### config.mk
export PLATFORM = sky130hd
export DESIGN_NAME = usb_fs_tx_arbiter
export DESIGN_NICKNAME = d
export VERILOG_FILES = /design/src/rtl/usb_fs_pkg.sv /design/src/rtl/usb_rr_pick.sv /design/src/rtl/usb_fs_tx_arbiter.sv
export SDC_FILE = /design/constraint.sdc
export NUM_CORES = 1
export LEC_CHECK = 0
export CAP_MARGIN = 5
export CORE_UTILIZATION = 50
export CTS_CLUSTER_SIZE = 20
export DETAILED_ROUTE_END_ITERATION = 10
export DONT_BUFFER_PORTS = 1
export PLACE_DENSITY = 0.74
export SYNTH_ARGS = -nofsm -noshare
export SYNTH_HDL_FRONTEND = slang
export SYNTH_SLANG_ARGS = --single-unit
### constraint.sdc
create_clock -name clk_usb -period 1.6 [get_ports clk_usb]
set_input_delay 0.32 -clock clk_usb [delete_from_list [all_inputs] [get_ports clk_usb]]
set_output_delay 0.32 -clock clk_usb [all_outputs]
set_load 0.1 [all_outputs]
### src/rtl/usb_fs_pkg.sv
// Shared USB full-speed definitions: PID codes, TX arbiter state encoding and
// default bus timing constants.
package usb_fs_pkg;

    localparam logic [3:0] PID_ACK   = 4'b0010;
    localparam logic [3:0] PID_NAK   = 4'b1010;
    localparam logic [3:0] PID_STALL = 4'b1110;
    localparam logic [3:0] PID_DATA0 = 4'b0011;
    localparam logic [3:0] PID_DATA1 = 4'b1011;

    typedef enum logic [1:0] {
        TX_IDLE  = 2'd0,
        TX_START = 2'd1,
        TX_BUSY  = 2'd2,
        TX_GAP   = 2'd3
    } tx_arb_state_t;

    // Bus-idle bit times after EOP, and watchdog budget for a max FS packet plus stuffing.
    localparam int unsigned DEF_GAP_BITS     = 2;
    localparam int unsigned DEF_TIMEOUT_BITS = 1200;

endpackage

### src/rtl/usb_rr_pick.sv
// Round-robin priority encoder: returns the first asserted request at or after
// ptr, wrapping around the N inputs.
module usb_rr_pick #(
    parameter int unsigned N = 2,
    localparam int unsigned IW = (N > 1) ? $clog2(N) : 1
) (
    input  logic [N-1:0]  req,
    input  logic [IW-1:0] ptr,
    output logic [IW-1:0] idx,
    output logic          any
);

    int unsigned cand;

    always_comb begin
        idx  = '0;
        any  = 1'b0;
        cand = 0;
        for (int unsigned k = 0; k < N; k++) begin
            cand = 32'(ptr) + k;
            if (cand >= N) cand = cand - N;
            if (!any && req[cand[IW-1:0]]) begin
                any = 1'b1;
                idx = IW'(cand);
            end
        end
    end

endmodule

### src/rtl/usb_fs_tx_arbiter.sv
// Shares one usb_fs_tx serializer between NUM_REQ packet sources: arbitration,
// pkt_start/pid issue, data routing, post-EOP idle gap and pkt_end watchdog.
module usb_fs_tx_arbiter
    import usb_fs_pkg::*;
#(
    parameter int unsigned NUM_REQ      = 3,
    parameter int unsigned GAP_BITS     = DEF_GAP_BITS,
    parameter int unsigned TIMEOUT_BITS = DEF_TIMEOUT_BITS
) (
    input  logic                 clk_usb,
    input  logic                 reset,
    input  logic                 bit_strobe,
    input  logic [NUM_REQ-1:0]   req_valid,
    input  logic [4*NUM_REQ-1:0] req_pid,
    input  logic [NUM_REQ-1:0]   req_data_avail,
    input  logic [8*NUM_REQ-1:0] req_data,
    output logic [NUM_REQ-1:0]   req_data_get,
    output logic [NUM_REQ-1:0]   req_ack,
    output logic [NUM_REQ-1:0]   req_done,
    output logic                 tx_pkt_start,
    output logic [3:0]           tx_pid,
    output logic                 tx_data_avail,
    output logic [7:0]           tx_data,
    input  logic                 tx_data_get,
    input  logic                 tx_pkt_end,
    output logic                 busy,
    output logic                 timeout_err
);

    localparam int unsigned IDX_W = $clog2(NUM_REQ);
    localparam int unsigned RR_N  = NUM_REQ - 1;
    localparam int unsigned RR_W  = (RR_N > 1) ? $clog2(RR_N) : 1;
    localparam int unsigned WD_W  = $clog2(TIMEOUT_BITS + 1);
    localparam int unsigned GAP_W = (GAP_BITS > 0) ? $clog2(GAP_BITS + 1) : 1;

    tx_arb_state_t    state;
    logic [IDX_W-1:0] grant_idx;
    logic [IDX_W-1:0] rr_ptr;
    logic [WD_W-1:0]  wd;
    logic [GAP_W-1:0] gap;

    logic [3:0]       pid_arr  [NUM_REQ];
    logic [7:0]       data_arr [NUM_REQ];

    for (genvar i = 0; i < NUM_REQ; i++) begin : g_split
        assign pid_arr[i]  = req_pid[4*i +: 4];
        assign data_arr[i] = req_data[8*i +: 8];
    end

    // Requesters 1..NUM_REQ-1 share a round-robin; requester 0 overrides it.
    logic [RR_W-1:0]  rr_ptr_sub;
    logic [RR_W-1:0]  rr_idx;
    logic             rr_any;
    logic [IDX_W-1:0] win_idx;
    logic [IDX_W-1:0] rr_next;

    assign rr_ptr_sub = RR_W'(rr_ptr - IDX_W'(1));

    usb_rr_pick #(.N(RR_N)) u_rr_pick (
        .req (req_valid[NUM_REQ-1:1]),
        .ptr (rr_ptr_sub),
        .idx (rr_idx),
        .any (rr_any)
    );

    assign win_idx = req_valid[0] ? '0 : IDX_W'(rr_idx) + IDX_W'(1);
    assign rr_next = (grant_idx == IDX_W'(NUM_REQ - 1)) ? IDX_W'(1) : grant_idx + IDX_W'(1);

    always_ff @(posedge clk_usb) begin
        if (reset) begin
            state        <= TX_IDLE;
            grant_idx    <= '0;
            rr_ptr       <= IDX_W'(1);
            wd           <= '0;
            gap          <= '0;
            tx_pid       <= '0;
            tx_pkt_start <= 1'b0;
            req_ack      <= '0;
            req_done     <= '0;
            timeout_err  <= 1'b0;
        end else begin
            tx_pkt_start <= 1'b0;
            req_ack      <= '0;
            req_done     <= '0;
            timeout_err  <= 1'b0;
            case (state)
                TX_IDLE: begin
                    if (req_valid[0] || rr_any) begin
                        grant_idx    <= win_idx;
                        tx_pid       <= pid_arr[win_idx];
                        tx_pkt_start <= 1'b1;
                        req_ack      <= NUM_REQ'(1) << win_idx;
                        state        <= TX_START;
                    end
                end
                TX_START: begin
                    wd <= '0;
                    if (grant_idx != '0) rr_ptr <= rr_next;
                    state <= TX_BUSY;
                end
                // pkt_end takes precedence over a watchdog expiry in the same cycle.
                TX_BUSY: begin
                    if (tx_pkt_end) begin
                        req_done <= NUM_REQ'(1) << grant_idx;
                        gap      <= '0;
                        state    <= TX_GAP;
                    end else if (wd == WD_W'(TIMEOUT_BITS)) begin
                        timeout_err <= 1'b1;
                        req_done    <= NUM_REQ'(1) << grant_idx;
                        gap         <= '0;
                        state       <= TX_GAP;
                    end else if (bit_strobe) begin
                        wd <= wd + WD_W'(1);
                    end
                end
                TX_GAP: begin
                    if (gap == GAP_W'(GAP_BITS)) state <= TX_IDLE;
                    else if (bit_strobe) gap <= gap + GAP_W'(1);
                end
                default: state <= TX_IDLE;
            endcase
        end
    end

    // Data path follows the registered grant only while a packet owns the serializer.
    logic route_en;

    assign route_en      = (state == TX_START) || (state == TX_BUSY);
    assign busy          = (state != TX_IDLE);
    assign tx_data       = route_en ? data_arr[grant_idx] : '0;
    assign tx_data_avail = route_en ? req_data_avail[grant_idx] : 1'b0;
    assign req_data_get  = route_en ? (NUM_REQ'(tx_data_get) << grant_idx) : '0;

endmodule
# Yosys cells after proc, flatten, opt, wreduce, memory -nomap -nowiden

Index checks and enable logic that the tools add are counted.

Flip-flop bits (word level): 30
Bits in latches: 0
Memory bits (writable): 0
Bits in read-only memories: 0
Input port bits: 47
Output and inout port bits: 25
Logic and storage cells: 106
Memories kept: 0

Add/sub/neg operators: 8
$mul: 0
Divide/modulo/power cells: 0
Magnitude comparators: 7
Equality and inequality tests: 14
Shifts and indexed selects: 3
Muxes and demuxes: 41
Bitwise logic cells: 5
Reductions and logical operators: 18

Operator list:

| kind                    | count |
|---|---|
| $mux W11                | 3 |
| $mux W8                 | 3 |
| $pmux W11 S2            | 1 |
| $mux W2                 | 9 |
| $bmux W8 S2             | 1 |
| $mux W1                 | 15 |
| $ne A2 B2 Y1 const B    | 7 |
| $add A11 B1 Y11 const B | 1 |
| $eq A11 B11 Y1 const B  | 1 |
| $mux W3                 | 3 |
| $bmux W4 S2             | 1 |
| $eq A2 B2 Y1 const B    | 4 |
| $mux W4                 | 2 |
| $pmux W2 S4             | 1 |
| $reduce_and A4 Y1       | 2 |
| $reduce_bool A2 Y1      | 4 |
| $ge A3 B3 Y1 const B    | 2 |
| $not A2 Y3              | 2 |
| $reduce_or A3 Y1        | 2 |
| $shl A1 B2 Y3 const A   | 2 |
| $add A1 B1 Y2 const B   | 2 |
| $lt A1 B2 Y1 const B    | 2 |
| $pmux W2 S2             | 1 |
| $reduce_and A2 Y1       | 2 |
| 17 further kinds        | 23 |

# Longest topological paths before layout

Gate-level depths: netlist of the first run.

Depth after elaboration: 15
Gate-level depth with buffers: 7
Gate-level depth less buffers: 6

# Modules after synthesis

From an unflattened synthesis of the first run, not the netlist that was laid out.

Cell total of the unflattened synthesis: 223
Area, all modules: 1875.5 µm²

By module, submodules not included:

| module            | instances | cells each | area each (µm²) | seq. area each (µm²) |
|---|---|---|---|---|
| usb_fs_tx_arbiter | 1         | 220        | 1858.0          | 600.6 |
| usb_rr_pick       | 1         | 3          | 17.5            | 0.0 |

# Worst setup path before layout of the first run

OpenSTA, ideal clock, no wires.

Path kind: reg2out
Start: reg grant_idx[1]
End: out req_data_get[0]
Arrival: 2.845 ns
Required time: 1.280 ns
Path slack: -1.565 ns
Stages on the path, launching flop included: 4
Buffers on the path: 2
Cell sequence: dfxtp_1 -> clkbuf_1 -> buf_1 -> nor3_1

Word-level cells in the longest chain between the ends: 2

RTL lines:

| what                   | RTL line                 | source |
|---|---|---|
| start, declared        | usb_fs_tx_arbiter.sv:37  | `logic [IDX_W-1:0] grant_idx;` |
| start signal, assigned | usb_fs_tx_arbiter.sv:89  | `grant_idx <= win_idx;` |
| $shl A1 B2 Y3          | usb_fs_tx_arbiter.sv:132 | `assign req_data_get = route_en ? (NUM_REQ'(tx_data_get) << grant_idx) : '0;` |
| $mux W3                | usb_fs_tx_arbiter.sv:132 |  |
| end, declared          | usb_fs_tx_arbiter.sv:17  | `output logic [NUM_REQ-1:0] req_data_get,` |

No other way between the ends.

# Worst setup path in the final report of the first run

Start: reg state[0]
End: out req_data_get[0]

Word-level cells in the longest chain between the ends: 3
Elaborated cells between the ends (all ways): 4
Classes of those cells: 2 x eq/ne; 1 x mux; 1 x reduce/logical

RTL lines:

| what                                         | RTL line                 | source |
|---|---|---|
| start, declared                              | usb_fs_tx_arbiter.sv:36  | `tx_arb_state_t state;` |
| start signal, assigned                       | usb_fs_tx_arbiter.sv:71  | `state <= TX_IDLE;` |
| start signal, assigned                       | usb_fs_tx_arbiter.sv:93  | `state <= TX_START;` |
| start signal, assigned                       | usb_fs_tx_arbiter.sv:99  | `state <= TX_BUSY;` |
| $eq A2 B1 Y1 or $eq A2 B2 Y1 (tied branches) | usb_fs_tx_arbiter.sv:128 | `assign route_en = (state == TX_START) \|\| (state == TX_BUSY);` |
| $logic_or A1 B1 Y1 (*)                       | usb_fs_tx_arbiter.sv:128 |  |
| $mux W3 (*)                                  | usb_fs_tx_arbiter.sv:132 |  |

Every way passes the cells marked *; elsewhere a longest branch is shown, timed or not.

==> summary by stage, run 1 <==
Setup path
For the worst flop-to-flop path, the logic depth is 5. The kind of start point of the critical path is a flop. For this run, the slowest stage of the critical path takes 340 ps.

Across all register-to-register paths, the minimum setup slack is -160 ps. The most prevalent standard cell on the critical path is sky130_fd_sc_hd__buf_6. Walking the worst path, the cells encountered are inv_2, buf_6, ha_4, buf_6, nand2_4, nor3_4, buf_12. The required time of the worst setup path is 1280 ps. The worst-path maximum fanout is 2.

By startpoint and endpoint, the worst setup path is classified as reg -> out. STA puts the critical path data arrival time at 1590 ps. The nature of the critical path endpoint is an output port. The launch point of the worst reg-to-reg path is wd[3]. The worst flop-to-flop path endpoint is wd[1].

On the critical path, the stage with the largest delay is an instance of sky130_fd_sc_hd__dfxtp_2.

Pwr
In this run, the clock network consumes 14.4% of the power. In this run the power spent charging and discharging nets is 0.00270 W. Across the VDD grid, the largest voltage drop is 0.00174 V.

The analysis attributes to cell leakage a power of 1.15 nW. In this run the power density over the cells is 1840 nW/um2. The total power is 0.00541 W.

The internal portion of the total power is 0.00271 W. The share of total power consumed by net switching is 50.0%. The relative contribution of sequential cells to total power is 16.6%. The power share of the combinational group is 68.9%.

Global routing
In this run the most used layer during global routing was met2. The via count of the first global-routing pass is 2175. Entering global routing, the biggest net connects 20 pins. For met1 alone, demand over resource in global routing was 33.3%.

Global routing finished with a remaining overflow of 0. The first global-routing pass estimated 9840 um of wire. The met3 track utilization from global routing is 7.25%.

The met2 usage is 57.6%. The number of antenna violations at the first check in global routing is 0. For this run, the total global-route usage over all layers was measured as 31.5%.

Floorplanning
The number of primary I/O pins is 72. From left edge to right edge, the die measures 63.4 um. The initialized floorplan defines 21 standard-cell rows. The overall die area is 4010 um2. The starting utilization of the core area is 54.3%.

The die is 63.4 um tall. The standard cell core area is 3470 um2.

Yosys
The share of cell area taken by muxes after synthesis is 7.98%. The fraction of the mapped netlist area in compound gates is 22.9%. The number of distinct standard cells referenced by the synthesized netlist is 49. After synthesis, the most frequently instantiated cells are sky130_fd_sc_hd__dfxtp_1 (30), sky130_fd_sc_hd__nor2_1 (24), sky130_fd_sc_hd__nand2_1 (18).

Yosys printed 0 warnings. Summing the areas of all and, or, nand and nor instances in the mapped netlist gives 24.1% of the synthesized area. The combinational family with the most area after synthesis is simple AND/OR/NAND/NOR gates. The library cell with the largest summed area after synthesis is sky130_fd_sc_hd__dfxtp_1. The synthesized netlist devotes 0% of its cell area to XOR and XNOR gates.

The synthesized design contains 30 register bits. Sequential cells were found to cover 31.9% of the synthesized design area. The count of flip-flops with a built-in enable after synthesis is 0. The async set-reset flop share out of synthesis is 0%. Among all flip-flop cells after synthesis, the most frequent one is sky130_fd_sc_hd__dfxtp_1. The post-synthesis average cell area is 8.59 um2. The synthesized design devotes to its leading area cell type 31.9% of total area. The number of nets in the synthesized netlist is 274. Summing every instance area after synthesis gives 1880 um2. Ranked by total cell area, the synthesized netlist is headed by sky130_fd_sc_hd__dfxtp_1 (32%), sky130_fd_sc_hd__mux2i_1 (8.0%), sky130_fd_sc_hd__ha_1 (5.3%), sky130_fd_sc_hd__nor2_1 (4.8%), sky130_fd_sc_hd__a21oi_1 (4.3%). The synthesized instance count is 219. By instance count, the leading cell after synthesis is sky130_fd_sc_hd__dfxtp_1. The adder-cell share of the synthesized area is 5.32%.

Drt
In the routed layout, each cell is associated on average with a via count of 6.22. The first routing iteration left 151 violations. The remaining antenna violation count is 0. The final wirelength is 6410 um. After detailed routing, the number of remaining DRC violations is 0. After detailed routing, the average wire length per cell comes to 20.2 um.

The first-pass iteration count of the detailed router is 4. Across all layers, the routed design uses 1978 vias.

Clock network
The CTS tree is yes. The maximum root-to-sink buffer count is 2. Buffers inserted during clock tree synthesis total 5. The clock-pin slew on the worst setup and hold paths is 60 ps.

The post-cts hold buffer count is 0. For this design, the sink count on the clock tree is 30. The H-tree was split into 2 levels. The tree is rooted in a sky130_fd_sc_hd__clkbuf_8. At the later pin of the worst-skew pair, clock insertion delay measures 280 ps.

Final layout
The proportion of layout cells with a drive suffix above 1 is 44.1%. The multi-input gate area in the final layout is 1420 um2. With fillers left out, the area of the finished cells amounts to 2950 um2. The repair_antennas step left the layout with diodes totalling 0. The register area is 607 um2. The layout net count is 327. The total of fill cells in the finished design is 178. At the end of the flow the core is filled with cells to 84.9%. The area growth from synthesis to layout is 56.5%.

Hold path
The tightest min-delay check is of the in -> reg type. Along the worst hold path, the cell count comes to 1. For hold timing, the worst endpoint is gap[0]. The startpoint of the most critical hold path is reset.

STA
The max-slew violation total from the final report is 0. Timing would allow up to 524 MHz. The worst-case setup margin in the final layout is -309 ps. The final critical path time including I/O delays and setup is 1910 ps. The number of endpoints with negative hold slack in the final report is 0. The setup TNS is -4760 ps.

Headroom to the max-slew limit came out at 73.4%. For the pin with the worst max-slew slack, the measured transition is 399 ps. On the final layout, the worst clock skew is 9.37 ps. Setup violations remaining at the end of the flow were counted as 29.

Across all hold checks on the routed design, the worst slack comes to 102 ps. In the finished design, the share of the clock period the worst path needs comes to 119%. Setup repair after global routing could not meet its margin everywhere.

Place
The weighted congestion reported at the end of routability-driven placement is 0.883. After legalization and detailed placement, the total HPWL measured 3860 um. The number of port buffers is 0. Once placement finished, the instance area stood at 2560 um2.

Run status
The run finished, with violations left. The checks that failed: setup timing.

Flow run
The number of max-cap violations is 0.
## layout make-up
class	count	area share [%]
Multi-Input combinational cell	164	48.1
Timing Repair Buffer	59	23.8
Tap cell	46	1.95
Inverter	12	1.70
Sequential cell	30	20.6
Clock buffer	6	2.80
Clock inverter	1	1.02
## sequential cells by signal, indices dropped and copies added, names as in the netlist
name and flops:
timeout_err 1, rr_ptr 1, grant_idx 2, tx_pkt_start 1, req_ack 3, wd 11, tx_pid 4, req_done 3
gap 2, state 2
## critical path: cells and delay by family (launching register included)
kind | cells | cell delay, ps
adder cells (fa/ha/maj) | 1 | 280
flip-flops | 1 | 340
buffers and inverters | 4 | 460
AND/OR/NAND/NOR | 2 | 220
## worst max-delay path by stage
stage / startpoint / endpoint / slack, ps / depth (start not counted)
detailed placement: wd[3] / gap[1] / -230 / 4
CTS: state[0] / tx_data[0] / -290 / 7
global route: state[0] / req_data_get[0] / -360 / 7
finish: state[0] / req_data_get[0] / -310 / 7
floorplan: state[1] / req_data_get[0] / -240 / 4
global placement: state[0] / wd[2] / -20 / 7
## repair_timing
action	CTS	global route
setup buffers	7	4
gates cloned	2	0
setup endpoints to repair	27	29
gates resized for setup	29	14
pin swaps	25	16
endpoints found under the hold margin	0	0
## through the flow
stage | std cells | setup WS (ps)
final | 318 | -309
after detailed placement | 301 | -229
after floorplan | 219 | -236
after global routing | 318 | -363
after CTS | 317 | -292
after global placement | 301 | -17.9
## power groups by stage
stage	sequential [W]	clock, W	combinational, W
2_1_floorplan	0.00128	0	0.00187
3_5_place_dp	0.000907	0	0.00330
3_3_place_gp	0.000898	0	0.00323
4_1_cts	0.000897	0.000782	0.00362
6_report	0.000900	0.000779	0.00373
5_1_grt	0.000909	0.000823	0.00385
## routing by layer
layer  wire length (um)  share of wire (%)
met5                  0                  0
met4                296                4.6
met3                469                7.3
met2               3280                 51
met1               2370                 37
## cells by family after synthesis
logic type | after synthesis
buffers and inverters | 25
adders and majority gates | 8
AOI/OAI and AO/OA | 57
and+or+nand+nor | 84
DFF | 30
muxes | 15
## cell usage in the layout, fill, tap and decap left out, types with 4 or more instances in the layout
| cell | count |
|---|---|
| sky130_fd_sc_hd__dfxtp_1 | 25 |
| sky130_fd_sc_hd__nor2_4 | 10 |
| sky130_fd_sc_hd__a21oi_1 | 8 |
| sky130_fd_sc_hd__nand2_1 | 17 |
| sky130_fd_sc_hd__inv_1 | 8 |
| sky130_fd_sc_hd__clkbuf_8 | 6 |
| sky130_fd_sc_hd__buf_12 | 17 |
| sky130_fd_sc_hd__buf_4 | 34 |
| sky130_fd_sc_hd__a2111o_1 | 6 |
| sky130_fd_sc_hd__o21ai_0 | 6 |
| sky130_fd_sc_hd__a22o_1 | 5 |
| sky130_fd_sc_hd__nand4_1 | 4 |
| sky130_fd_sc_hd__mux2i_1 | 15 |
| sky130_fd_sc_hd__a21oi_2 | 8 |
| sky130_fd_sc_hd__nor2b_1 | 7 |
| sky130_fd_sc_hd__nor2_1 | 14 |
| sky130_fd_sc_hd__ha_1 | 5 |
| sky130_fd_sc_hd__buf_6 | 7 |
| sky130_fd_sc_hd__nand3_1 | 4 |
| sky130_fd_sc_hd__dfxtp_2 | 5 |
Power figures use the tool's default switching activity.
==> run 2: changes to the inputs <==
- CELL_PAD_IN_SITES_DETAIL_PLACEMENT: unset -> 1
- CELL_PAD_IN_SITES_GLOBAL_PLACEMENT: unset -> 1
- CORE_UTILIZATION: 50 -> 41
- PLACE_DENSITY: 0.74 -> 0.81
==> run 2 against run 1 <==
The run now fails in 5_1_grt. Synthesized area unchanged. Synthesized cell count unchanged.
==> summary by stage, run 2 <==
Floorplanning
The starting utilization of the core area is 42.9%. The number of primary I/O pins is 72. After floorplanning, the core was divided into 24 placement rows. The height of the die is 69.7 um. From left edge to right edge, the die measures 69.7 um.

Run status
The last stage reached is 5_1_grt. The tool reported: "[ERROR DPL-0033] detailed placement checks failed during check placement". The run stopped with a tool error.

Yosys
The number of warnings printed during yosys synthesis is 0. After synthesis, the cell types taking the most area are sky130_fd_sc_hd__dfxtp_1 (32%), sky130_fd_sc_hd__mux2i_1 (8.0%), sky130_fd_sc_hd__ha_1 (5.3%), sky130_fd_sc_hd__nor2_1 (4.8%), sky130_fd_sc_hd__a21oi_1 (4.3%). After technology mapping, the gate count stands at 219. The share of the synthesized area in the top cell type is 31.9%. By count the netlist is led by sky130_fd_sc_hd__dfxtp_1 (30), sky130_fd_sc_hd__nor2_1 (24), sky130_fd_sc_hd__nand2_1 (18).

Counting distinct cell types in the post-synthesis netlist gives 49. Among all cell types in the netlist, the one instantiated most often is sky130_fd_sc_hd__dfxtp_1. The count of flip-flops with a built-in enable after synthesis is 0. The number of synthesized register bits is 30. The async set-reset flop share out of synthesis is 0%. The library cell with the largest summed area after synthesis is sky130_fd_sc_hd__dfxtp_1. The post-synthesis average cell area is 8.59 um2. The post-synthesis instance area is 1880 um2. Counting every net in the synthesized netlist gives 274. In the synthesized netlist the dominant register cell turns out to be sky130_fd_sc_hd__dfxtp_1.

Sequential elements use 31.9% of the synthesized area.

STA
When the global-route repair_timing finished, the worst setup path ended at req_data_get[0]. After the last repair the worst path ends at a primary output.

Clock network
Buffers inserted during clock tree synthesis total 5. The H-tree generated during clock tree synthesis spans 2 levels. The clock root buffer is sky130_fd_sc_hd__clkbuf_8. No sink is reached through more buffers than the 2 on the longest clock path. The CTS sink count is 30.

Place
The placed wire-length estimate after detailed placement is 4860 um. The number of port buffers is 0. At the end of routability-driven placement, the weighted congestion stood at 0.785.

Global routing
The maximum number of pins on one net before global-route repair is 20. The number of antenna violations at the first check in global routing is 0.
run 2: cell counts after synthesis:
Identical to the previous run, type by type.
run 2: kinds of logic after synthesis:
group	count (synthesis)	share of synthesized area [%]
mux	15	7.98
flops	30	31.9
compound gates	57	22.9
simple gates	84	24.1
fa+ha+maj	8	5.32
buf+inv	25	7.78
run 2: through the flow:
stage | utilization [%] | cells | worst slack [ps] | TNS [ps] | instance area (um2)
2_1_floorplan | - | 219 | -236 | -3060 | 2030
3_3_place_gp | 59.1 | 310 | -52.3 | -190 | 2590
3_5_place_dp | 59.1 | 310 | -256 | -1790 | 2590
4_1_cts | 69.9 | 332 | -272 | -4900 | 3070
run 2: repair_timing:
| item | 4_1_cts |
|---|---|
| hold buffers | 0 |
| gates cloned | 4 |
| pin swaps | 11 |
| resized for setup | 46 |
| endpoints found under the setup margin | 30 |
| buffers inserted | 10 |
==> run 3: changes to the inputs <==
- CELL_PAD_IN_SITES_DETAIL_PLACEMENT: 1 -> unset
- CELL_PAD_IN_SITES_GLOBAL_PLACEMENT: 1 -> unset
- CORE_UTILIZATION: 41 -> 35
- CTS_CLUSTER_SIZE: 20 -> unset
- PLACE_DENSITY: 0.81 -> unset
- PLACE_DENSITY_LB_ADDON: unset -> 0.15
- clock period: 1.6 -> 2.1 ns (I/O delays scaled with it)
==> run 3 against run 2 <==
The run now ends clean.
==> summary by stage, run 3 (synthesis results as in run 1) <==
Flow run
Across the run, the number of max-cap violations was 0.

Place
The placed wire-length estimate after detailed placement is 3480 um. Summing all placed instances gives a cell area of 2370 um2. Buffers placed on the I/O ports in this run total 0. Routability-driven placement finished with a final weighted congestion of 0.760.

Setup path
The end of the critical path is req_data_get[0]. The register-to-register setup slack is 230 ps. The startpoint identified for the worst register-to-register timing path is state[0]. The required time of the worst setup path is 1680 ps.

The worst-path maximum fanout is 4. The critical path is of the reg -> out type. The worst register-to-register path ends at wd[2].

The nature of the critical path endpoint is an output port. The arrival time of the worst setup path is 1560 ps. The origin of the worst setup path is state[0]. Counting cells, the worst reg-to-reg path comes to 7. The kind of start point of the critical path is a flop.

Clock network
The clock-pin slew on the worst setup and hold paths is 70 ps. TritonCTS built the clock tree. Buffers inserted during clock tree synthesis total 5. The CTS H-tree depth is 2. The insertion delay to the later sink of the worst-skew pair is 280 ps. The CTS sink count is 30. The clock root buffer is sky130_fd_sc_hd__clkbuf_8. The post-cts hold buffer count is 0.

In this run the deepest clock path goes through 2 buffers.

Floorplanning
The number of rows in the core area is 26. The overall die area is 5670 um2. The width of the die is 75.3 um. The starting utilization of the core area is 36.6%. The number of primary I/O pins is 72. The standard cell core area is 5140 um2. The height of the die is 75.3 um.

Hold path
The type of the worst min-delay path is in -> reg.

Drt
The count of vias placed by the detailed router is 1730. Dividing the detail-routed via count by the number of cells gives 5.41. The first-pass iteration count of the detailed router is 4.

After detailed routing, the average wire length per cell comes to 14.7 um. The detail route stage leaves a number of antenna-violating nets equal to 0. After the first detailed-routing iteration, the DRC count stood at 75. The DRC violations left is 0. The final layout contains routed wiring with a total length of 4700 um.

STA
The clock period could shrink to 1980 ps. For the pin with the worst max-slew slack, the measured transition is 444 ps. Across the routed clock network, the largest skew measured is 6.17 ps. Setup repair after global routing left no endpoint under its margin. Setup total negative slack on the finished layout was measured at 0 ps.

The fraction of the cycle the final worst path needs is 94.3%. The fmax is 505 MHz. Headroom to the max-slew limit came out at 70.0%. Setup violations remaining at the end of the flow were counted as 0. The max-slew violation total from the final report came to 0.

The number of endpoints with negative hold slack in the final report came to 0.

Global routing
The number of antenna violations at the first check in global routing is 0. Entering global routing, the biggest net connects 20 pins. The total routing usage reported by global routing is 17.9%. The first global-routing pass estimated 7640 um of wire. The global route total overflow is 0.

The via count of the first global-routing pass is 1657.

Pwr
The power per unit of standard cell area is 1410 nW/um2. In this run the static leakage power is 0.923 nW. The peak ir drop on the vdd network is 0.00116 V.

Final layout
The register with the most flip-flops in the layout has 11 of them. The antenna cell count is 0. The register with the most flip-flops in the final layout is wd. Relative to the synthesized area, the layout overhead comes to 33.1%. After routing the design area is 2500 um2.

The filler cells instantiated in the layout total 520. In the final design database the tool counted 304 nets. The proportion of layout cells with a drive suffix above 1 is 29.6%.

In the final layout, the registers with the most flip-flops are wd x11, tx_pid x4. The library cell used most frequently in the layout, excluding fill and tap cells, is sky130_fd_sc_hd__dfxtp_1. In the layout the commonest cells are sky130_fd_sc_hd__dfxtp_1 (29), sky130_fd_sc_hd__buf_4 (23), sky130_fd_sc_hd__nand2_1 (17).

Run status
The flow ran to the end, and the final reports show no timing, DRC or antenna violations.
==> run 3: report_power, final <==
group	leakage (nW)	switching [W]	internal, W
Clock	0.0472	0.000231	0.000263
Combinational	0.631	0.00162	0.000725
Sequential	0.244	0.0000386	0.000639
==> run 3: critical path, cell delays in order (launching register included) <==
cell and delay (ps):
sky130_fd_sc_hd__dfxtp_1 360, sky130_fd_sc_hd__inv_1 120, sky130_fd_sc_hd__ha_4 340, sky130_fd_sc_hd__nand2_2 100, sky130_fd_sc_hd__nor3_4 160, sky130_fd_sc_hd__buf_12 200
==> run 3: final cells by class <==
class	count	area, um2	area share, %
multi-input combinational	164	1250	49.9
sequential	30	602	24.0
timing repair buffer	35	413	16.5
tap	70	87.6	3.50
clock buffer	6	82.6	3.30
inverter	12	50.0	2.00
clock inverter	2	12.5	0.500
timing repair inverter	1	8.76	0.350
==> run 3: what timing repair did <==
action                     4_1_cts  5_1_grt
gates cloned                     1        0
setup buffers                    0        0
setup endpoints to repair        9        5
resized for setup                4        5
==> run 3: stage by stage <==
step	util (%)	std cells	hold WS [ps]	power [W]	worst slack (ps)
after CTS	48.4	320	187	0.00354	28.6
after floorplan	-	219	451	0.00235	54.2
after global routing	48.7	320	182	0.00368	1.10
after global placement	46.1	311	460	0.00295	203
final	48.7	320	198	0.00352	121
after detailed placement	46.1	311	477	0.00296	168
==> run 3: how the worst min path moves through the flow <==
stage / endpoint / cells after the start / startpoint / slack, ps
after CTS: grant_idx[0] / 1 / reset / 190
after detailed placement: gap[0] / 2 / gap[0] / 480
after global routing: grant_idx[0] / 1 / reset / 180
after floorplan: gap[1] / 2 / gap[1] / 450
final: grant_idx[0] / 1 / reset / 200
after global placement: gap[1] / 2 / gap[1] / 460
==> run 3: routing by layer <==
layer	global-route usage (%)	vias to the layer above	routed length, um
met5	0	-	0
met4	7.41	0	81
met3	6.61	9	353
met2	29.0	56	2170
met1	21.4	800	2100
li1	-	865	-
